[src/rtl/lc3_mem_arbiter_if.sv]
// Bus bundle between the CPU/DMA requesters, the arbiter and the memory.
interface lc3_mem_arbiter_if;
    localparam int unsigned DATA_W = 16;

    logic              cpu_req;
    logic              cpu_we;
    logic [DATA_W-1:0] cpu_addr;
    logic [DATA_W-1:0] cpu_wdata;
    logic              cpu_gnt;
    logic              cpu_done;
    logic [DATA_W-1:0] cpu_rdata;

    logic              dma_req;
    logic              dma_we;
    logic [DATA_W-1:0] dma_addr;
    logic [DATA_W-1:0] dma_wdata;
    logic              dma_gnt;
    logic              dma_done;
    logic [DATA_W-1:0] dma_rdata;
    logic              dma_lock;

    logic              mem_en;
    logic              mem_we;
    logic [DATA_W-1:0] mem_addr;
    logic [DATA_W-1:0] mem_wdata;
    logic [DATA_W-1:0] mem_rdata;

    // Arbiter side
    modport slave (
        input  cpu_req, cpu_we, cpu_addr, cpu_wdata,
        output cpu_gnt, cpu_done, cpu_rdata,
        input  dma_req, dma_we, dma_addr, dma_wdata, dma_lock,
        output dma_gnt, dma_done, dma_rdata,
        output mem_en, mem_we, mem_addr, mem_wdata,
        input  mem_rdata
    );

    // Requester and memory side
    modport master (
        output cpu_req, cpu_we, cpu_addr, cpu_wdata,
        input  cpu_gnt, cpu_done, cpu_rdata,
        output dma_req, dma_we, dma_addr, dma_wdata, dma_lock,
        input  dma_gnt, dma_done, dma_rdata,
        input  mem_en, mem_we, mem_addr, mem_wdata,
        output mem_rdata
    );
endinterface

[src/rtl/lc3_mem_arbiter.sv]
// Two-requester (CPU, DMA) single-port memory arbiter with round-robin
// tie-break and a bounded DMA lock; every access occupies IDLE/ACCESS/DONE.
module lc3_mem_arbiter #(
    parameter int unsigned MAX_LOCK = 4
) (
    input  logic             clk,
    input  logic             rst_n,
    lc3_mem_arbiter_if.slave bus
);
    localparam int unsigned DATA_W = 16;
    localparam int unsigned LOCK_W = 3;

    typedef enum logic [1:0] {IDLE, ACCESS, DONE} state_t;

    state_t              state_q, state_d;
    logic                own_q, own_d;      // 1 = DMA owns the current access
    logic                last_q, last_d;    // 1 = DMA was served last
    logic                we_q, we_d;
    logic [DATA_W-1:0]   addr_q, addr_d;
    logic [DATA_W-1:0]   wdata_q, wdata_d;
    logic [LOCK_W-1:0]   lock_q, lock_d;
    logic                cpu_gnt_q, cpu_gnt_d;
    logic                dma_gnt_q, dma_gnt_d;
    logic                cpu_done_q, cpu_done_d;
    logic                dma_done_q, dma_done_d;
    logic                mem_en_q, mem_en_d;
    logic                mem_we_q, mem_we_d;
    logic [DATA_W-1:0]   cpu_rdata_q, cpu_rdata_d;
    logic [DATA_W-1:0]   dma_rdata_q, dma_rdata_d;
    logic                lock_ok_c;
    logic                pick_dma_c;

    // State and registered outputs; reset abandons any access in flight
    always_ff @(posedge clk or negedge rst_n) begin
        if (!rst_n) begin
            state_q     <= IDLE;
            own_q       <= 1'b0;
            last_q      <= 1'b1;
            we_q        <= 1'b0;
            addr_q      <= '0;
            wdata_q     <= '0;
            lock_q      <= '0;
            cpu_gnt_q   <= 1'b0;
            dma_gnt_q   <= 1'b0;
            cpu_done_q  <= 1'b0;
            dma_done_q  <= 1'b0;
            mem_en_q    <= 1'b0;
            mem_we_q    <= 1'b0;
            cpu_rdata_q <= '0;
            dma_rdata_q <= '0;
        end else begin
            state_q     <= state_d;
            own_q       <= own_d;
            last_q      <= last_d;
            we_q        <= we_d;
            addr_q      <= addr_d;
            wdata_q     <= wdata_d;
            lock_q      <= lock_d;
            cpu_gnt_q   <= cpu_gnt_d;
            dma_gnt_q   <= dma_gnt_d;
            cpu_done_q  <= cpu_done_d;
            dma_done_q  <= dma_done_d;
            mem_en_q    <= mem_en_d;
            mem_we_q    <= mem_we_d;
            cpu_rdata_q <= cpu_rdata_d;
            dma_rdata_q <= dma_rdata_d;
        end
    end

    // Lock override holds DMA only while it was last owner and under budget
    assign lock_ok_c  = last_q && bus.dma_lock && (lock_q < LOCK_W'(MAX_LOCK));
    assign pick_dma_c = bus.dma_req && (!bus.cpu_req || !last_q || lock_ok_c);

    // Next-state, arbitration and next output values
    always_comb begin
        state_d     = state_q;
        own_d       = own_q;
        last_d      = last_q;
        we_d        = we_q;
        addr_d      = addr_q;
        wdata_d     = wdata_q;
        lock_d      = lock_q;
        cpu_gnt_d   = 1'b0;
        dma_gnt_d   = 1'b0;
        cpu_done_d  = 1'b0;
        dma_done_d  = 1'b0;
        mem_en_d    = 1'b0;
        mem_we_d    = 1'b0;
        cpu_rdata_d = cpu_rdata_q;
        dma_rdata_d = dma_rdata_q;

        case (state_q)
            IDLE: begin
                if (!bus.dma_lock) begin
                    lock_d = '0;
                end
                if (bus.cpu_req || bus.dma_req) begin
                    state_d   = ACCESS;
                    own_d     = pick_dma_c;
                    last_d    = pick_dma_c;
                    we_d      = pick_dma_c ? bus.dma_we    : bus.cpu_we;
                    addr_d    = pick_dma_c ? bus.dma_addr  : bus.cpu_addr;
                    wdata_d   = pick_dma_c ? bus.dma_wdata : bus.cpu_wdata;
                    cpu_gnt_d = !pick_dma_c;
                    dma_gnt_d = pick_dma_c;
                    mem_en_d  = 1'b1;
                    mem_we_d  = pick_dma_c ? bus.dma_we : bus.cpu_we;
                    if (!pick_dma_c) begin
                        lock_d = '0;
                    end else if (bus.cpu_req && bus.dma_lock &&
                                 (lock_q < LOCK_W'(MAX_LOCK))) begin
                        lock_d = lock_q + LOCK_W'(1);
                    end
                end
            end
            ACCESS: begin
                state_d    = DONE;
                cpu_done_d = !own_q;
                dma_done_d = own_q;
            end
            DONE: begin
                state_d = IDLE;
                if (!we_q) begin
                    if (own_q) dma_rdata_d = bus.mem_rdata;
                    else       cpu_rdata_d = bus.mem_rdata;
                end
            end
            default: state_d = IDLE;
        endcase
    end

    assign bus.cpu_gnt   = cpu_gnt_q;
    assign bus.dma_gnt   = dma_gnt_q;
    assign bus.cpu_done  = cpu_done_q;
    assign bus.dma_done  = dma_done_q;
    assign bus.cpu_rdata = cpu_rdata_q;
    assign bus.dma_rdata = dma_rdata_q;
    assign bus.mem_en    = mem_en_q;
    assign bus.mem_we    = mem_we_q;
    assign bus.mem_addr  = addr_q;
    assign bus.mem_wdata = wdata_q;
endmodule

[src/flat_wrapper.sv]
// flat-port wrapper written by rule: the top's interface ports become plain ports
module lc3_mem_arbiter_flat 
#(
    parameter int unsigned MAX_LOCK = 4
)
  (clk, rst_n, bus_cpu_req, bus_cpu_we, bus_cpu_addr, bus_cpu_wdata, bus_cpu_gnt, bus_cpu_done, bus_cpu_rdata, bus_dma_req, bus_dma_we, bus_dma_addr, bus_dma_wdata, bus_dma_lock, bus_dma_gnt, bus_dma_done, bus_dma_rdata, bus_mem_en, bus_mem_we, bus_mem_addr, bus_mem_wdata, bus_mem_rdata);
  lc3_mem_arbiter_if bus_i ();
  input  logic clk;
  input  logic rst_n;
  input wire logic [$bits(bus_i.cpu_req)-1:0] bus_cpu_req;
  input wire logic [$bits(bus_i.cpu_we)-1:0] bus_cpu_we;
  input wire logic [$bits(bus_i.cpu_addr)-1:0] bus_cpu_addr;
  input wire logic [$bits(bus_i.cpu_wdata)-1:0] bus_cpu_wdata;
  output wire logic [$bits(bus_i.cpu_gnt)-1:0] bus_cpu_gnt;
  output wire logic [$bits(bus_i.cpu_done)-1:0] bus_cpu_done;
  output wire logic [$bits(bus_i.cpu_rdata)-1:0] bus_cpu_rdata;
  input wire logic [$bits(bus_i.dma_req)-1:0] bus_dma_req;
  input wire logic [$bits(bus_i.dma_we)-1:0] bus_dma_we;
  input wire logic [$bits(bus_i.dma_addr)-1:0] bus_dma_addr;
  input wire logic [$bits(bus_i.dma_wdata)-1:0] bus_dma_wdata;
  input wire logic [$bits(bus_i.dma_lock)-1:0] bus_dma_lock;
  output wire logic [$bits(bus_i.dma_gnt)-1:0] bus_dma_gnt;
  output wire logic [$bits(bus_i.dma_done)-1:0] bus_dma_done;
  output wire logic [$bits(bus_i.dma_rdata)-1:0] bus_dma_rdata;
  output wire logic [$bits(bus_i.mem_en)-1:0] bus_mem_en;
  output wire logic [$bits(bus_i.mem_we)-1:0] bus_mem_we;
  output wire logic [$bits(bus_i.mem_addr)-1:0] bus_mem_addr;
  output wire logic [$bits(bus_i.mem_wdata)-1:0] bus_mem_wdata;
  input wire logic [$bits(bus_i.mem_rdata)-1:0] bus_mem_rdata;
  assign bus_i.cpu_req = bus_cpu_req;
  assign bus_i.cpu_we = bus_cpu_we;
  assign bus_i.cpu_addr = bus_cpu_addr;
  assign bus_i.cpu_wdata = bus_cpu_wdata;
  assign bus_cpu_gnt = bus_i.cpu_gnt;
  assign bus_cpu_done = bus_i.cpu_done;
  assign bus_cpu_rdata = bus_i.cpu_rdata;
  assign bus_i.dma_req = bus_dma_req;
  assign bus_i.dma_we = bus_dma_we;
  assign bus_i.dma_addr = bus_dma_addr;
  assign bus_i.dma_wdata = bus_dma_wdata;
  assign bus_i.dma_lock = bus_dma_lock;
  assign bus_dma_gnt = bus_i.dma_gnt;
  assign bus_dma_done = bus_i.dma_done;
  assign bus_dma_rdata = bus_i.dma_rdata;
  assign bus_mem_en = bus_i.mem_en;
  assign bus_mem_we = bus_i.mem_we;
  assign bus_mem_addr = bus_i.mem_addr;
  assign bus_mem_wdata = bus_i.mem_wdata;
  assign bus_i.mem_rdata = bus_mem_rdata;
  lc3_mem_arbiter #(.MAX_LOCK(MAX_LOCK)) u_core (.clk(clk), .rst_n(rst_n), .bus(bus_i));
endmodule
[config.mk]
export PLATFORM = sky130hd
export DESIGN_NAME = lc3_mem_arbiter_flat
export DESIGN_NICKNAME = d
export VERILOG_FILES = /design/src/rtl/lc3_mem_arbiter_if.sv /design/src/rtl/lc3_mem_arbiter.sv /design/src/flat_wrapper.sv
export SDC_FILE = /design/constraint.sdc
export NUM_CORES = 1
export LEC_CHECK = 0
export BUFFER_PORTS_ARGS = -buffer_cell sky130_fd_sc_hd__buf_2
export CORE_MARGIN = 1.5
export CORE_UTILIZATION = 35
export CTS_CLUSTER_DIAMETER = 200
export DETAILED_ROUTE_END_ITERATION = 7
export PLACE_DENSITY = 0.66
export SETUP_SLACK_MARGIN = 0.1
export SLEW_MARGIN = 25
export SYNTH_ARGS = -nofsm -noshare
export SYNTH_HDL_FRONTEND = slang
export SYNTH_SLANG_ARGS = --single-unit
[constraint.sdc]
create_clock -name clk -period 2.01 [get_ports clk]
set_input_delay 0.402 -clock clk [delete_from_list [all_inputs] [get_ports clk]]
set_output_delay 0.402 -clock clk [all_outputs]
set_load 0.05 [all_outputs]
==> flow_summary.yaml <==
global_routing:
  grt_max_degree: 50
  track_usage_pct: 18.6
  grt_overflow: 0
  grt_pass1_vias: 3451
  grt_pass1_wl_um: 17000
  antenna_found_initial: 0
cts:
  cts_setup_buffers: 0
  numCtsBuffers: 9
  cts.path.max_buffers: 2
  cts.sinks: 78
  clock-root-buffer: "clkbuf_8"
  clk_latency_ns: 0.35
  cts_tree: "yes"
  htreeDepth: 3
  cts.clk_slew.worst_paths_ns: 0.08
sta:
  tns_ns: 0
  max_slew_margin_pct: 70.5
  min_period_ns: 1.63
  hold_slack_ns: 0.301
  maxSlewViolCount: 0
  min_period_over_period_pct: 81.3
  finalSetupViolCount: 0
  worst-slew-pin-transition_ns: 0.443
  fmax_mhz: 612
  rsz0062_at_grt: "no"
  setup_ws_ns: 0.376
  finalClockSkew_ns: 0.00844
  final_hold_viol_count: 0
power_and_ir_drop:
  finalPower_mw: 9.47
  power.density_nw_per_um2: 1910
  vdd_ir_drop_max_mv: 1.11
  leakagePower_nw: 2.38
final_layout:
  final_common_cell: "buf_2"
  nFillCells: 1000
  area_growth_pct: 30.0
  drive_above_1_share_pct: 46.7
  fin_util_pct: 47.5
  layout_common_cells: "buf_2, dfrtp_1, nand2_1, o21ai_0"
  layout.nets: 584
  diodes: 0
logic_synthesis:
  syn-num-nets: 431
  synth_seq_cells: 78
  yosys_warnings: 0
  syn_area_um2: 3820
  synth_cell_types: 33
  avgSynthCellArea_um2: 11.1
  synth_edf_count: 0
  async_flop_share_pct: 100
  synth_flop_cell: "dfrtp_1"
  syn_inst: 343
  yosysSeqAreaShare_pct: 51.1
place:
  dp_slack_ns: 0.344
  finalWeightedCongestion: 0.756
  dp.final_hpwl_um: 7510
  port-buffer-count: 156
job:
  drv_cap: 0
routing:
  routed_wl_um: 10600
  wl_per_cell_um: 16.7
  antenna_left: 0
  vias_per_cell: 5.37
  drt_pass1_iterations: 6
  route.vias.total: 3420
  drtIter0Drc: 256
  drcViolationCount: 0
hold_path:
  holdPathStages: 2
  hp-class: "in -> reg"
  min_to: "u_core.bus.dma_rdata[2]$_DFFE_PN0P_"
  min-delay-start: "bus_mem_rdata[2]"
critical_path:
  arrival_ns: 1.90
  max_stage_delay_ns: 0.49
  path_max_fanout: 26
  crit_chain: "or2_2 > buf_4 > a211o_1 > o211ai_1"
  crit_path_end_kind: "flop"
  crit_family: "simple AND/OR/NAND/NOR gates"
  timing.rr.end: "u_core.bus.mem_wdata[1]$_DFFE_PN0P_"
  crit_slowest_cell: "or2_2"
  cp_num_buf_inv: 1
  cp-start-kind: "flop"
  reg2reg_from: "u_core.state_q[1]$_DFFE_PN0P_"
  critical_path_class: "reg -> reg"
  reg2reg_setup_slack_ns: 0.38
  r2r_cells: 4
  required_ns: 2.27
floorplanning:
  rows: 37
  ios: 157
  initial_utilization_pct: 36.5
  core_um2: 10500
  die_w_um: 107
  dieHeight_um: 107
  die_area_um2: 11600
outcome:
  outcome: "finished, final reports clean"
-- where the power goes --
| part | switching, mW | internal [mW] |
|---|---|---|
| sequential | 0.424 | 2.34 |
| combinational | 3.90 | 1.61 |
| clock | 0.589 | 0.603 |
-- final cells by class --
type	count	area (µm²)	area share, %
clock buffer	10	138	2.77
clock inverter	6	61.3	1.23
inverter	4	15.0	0.302
multi-input combinational	226	1670	33.7
sequential	78	1950	39.3
tap	136	170	3.43
timing repair buffer	177	956	19.2
-- cell families after synthesis --
| logic type | count (synthesis) | synth area share [%] |
|---|---|---|
| AOI/OAI and AO/OA | 109 | 21.0 |
| and+or+nand+nor | 82 | 10.5 |
| adders and majority gates | 1 | 0.327 |
| DFF | 78 | 51.1 |
| muxes | 33 | 11.7 |
| xor gates and xnor gates | 1 | 0.229 |
| buffers and inverters | 39 | 5.14 |
-- stage by stage --
stage,instance area [µm²],std cells
after CTS,4970,637
after global routing,4970,637
final,4970,637
after global placement,4760,620
after floorplan,3820,343
after detailed placement,4760,620
-- flip-flops by register name, summed over array words and instances, names as in the netlist --
signal,cells
u_core.bus.mem_wdata,16
u_core.bus.mem_we,1
u_core.bus.cpu_gnt,1
u_core.lock_q,3
u_core.bus.cpu_rdata,16
u_core.we_q,1
u_core.bus.cpu_done,1
u_core.bus.dma_done,1
u_core.own_q,1
u_core.bus.dma_gnt,1
u_core.bus.dma_rdata,16
u_core.bus.mem_addr,16
u_core.last_q,1
u_core.bus.mem_en,1
u_core.state_q,2
-- per-layer routing --
metal  track usage [%]  vias to the layer above  wire (µm)  part of all wire (%)
met5                 0                        -          0                     0
met4              6.02                        0        148                   1.4
met3              3.75                       20        834                   7.9
met2              31.0                      172       5130                    48
met1              24.1                     1663       4500                    42
li1                  -                     1565          -                     -
-- cell usage after synthesis (3+ instances only) --
cell | instances | area (µm²)
buf_6 | 4 | 45.0
nor2b_1 | 3 | 18.8
nand2_1 | 35 | 131
o21ai_0 | 35 | 175
mux2_4 | 20 | 300
a211o_1 | 33 | 289
dfrtp_1 | 77 | 1930
inv_1 | 4 | 15.0
o211ai_1 | 33 | 248
clkbuf_1 | 15 | 56.3
buf_2 | 13 | 65.1
mux2_2 | 13 | 146
nand3_1 | 33 | 165
-- worst max path at each step --
stage               slack, ns  cells after the start                     startpoint                                   end
finish                   0.38                      4  u_core.state_q[1]$_DFFE_PN0P_   u_core.bus.mem_wdata[1]$_DFFE_PN0P_
global route             0.22                      4  u_core.state_q[1]$_DFFE_PN0P_   u_core.bus.mem_addr[13]$_DFFE_PN0P_
CTS                      0.36                      4  u_core.state_q[0]$_DFFE_PN0P_  u_core.bus.mem_wdata[15]$_DFFE_PN0P_
detailed placement       0.34                      5                    bus_cpu_req              u_core.own_q$_DFFE_PN0P_
global placement         0.39                      5                    bus_cpu_req              u_core.own_q$_DFFE_PN0P_
floorplan                0.48                      3  u_core.state_q[0]$_DFFE_PN0P_  u_core.bus.cpu_rdata[10]$_DFFE_PN0P_
-- repair_timing --
action | CTS | global route
hold buffers | 1 | 0
hold endpoints to repair | 28 | 0
gates resized for setup | 0 | 0
endpoints found under the setup margin | 0 | 0
Power figures use the tool's default switching activity.
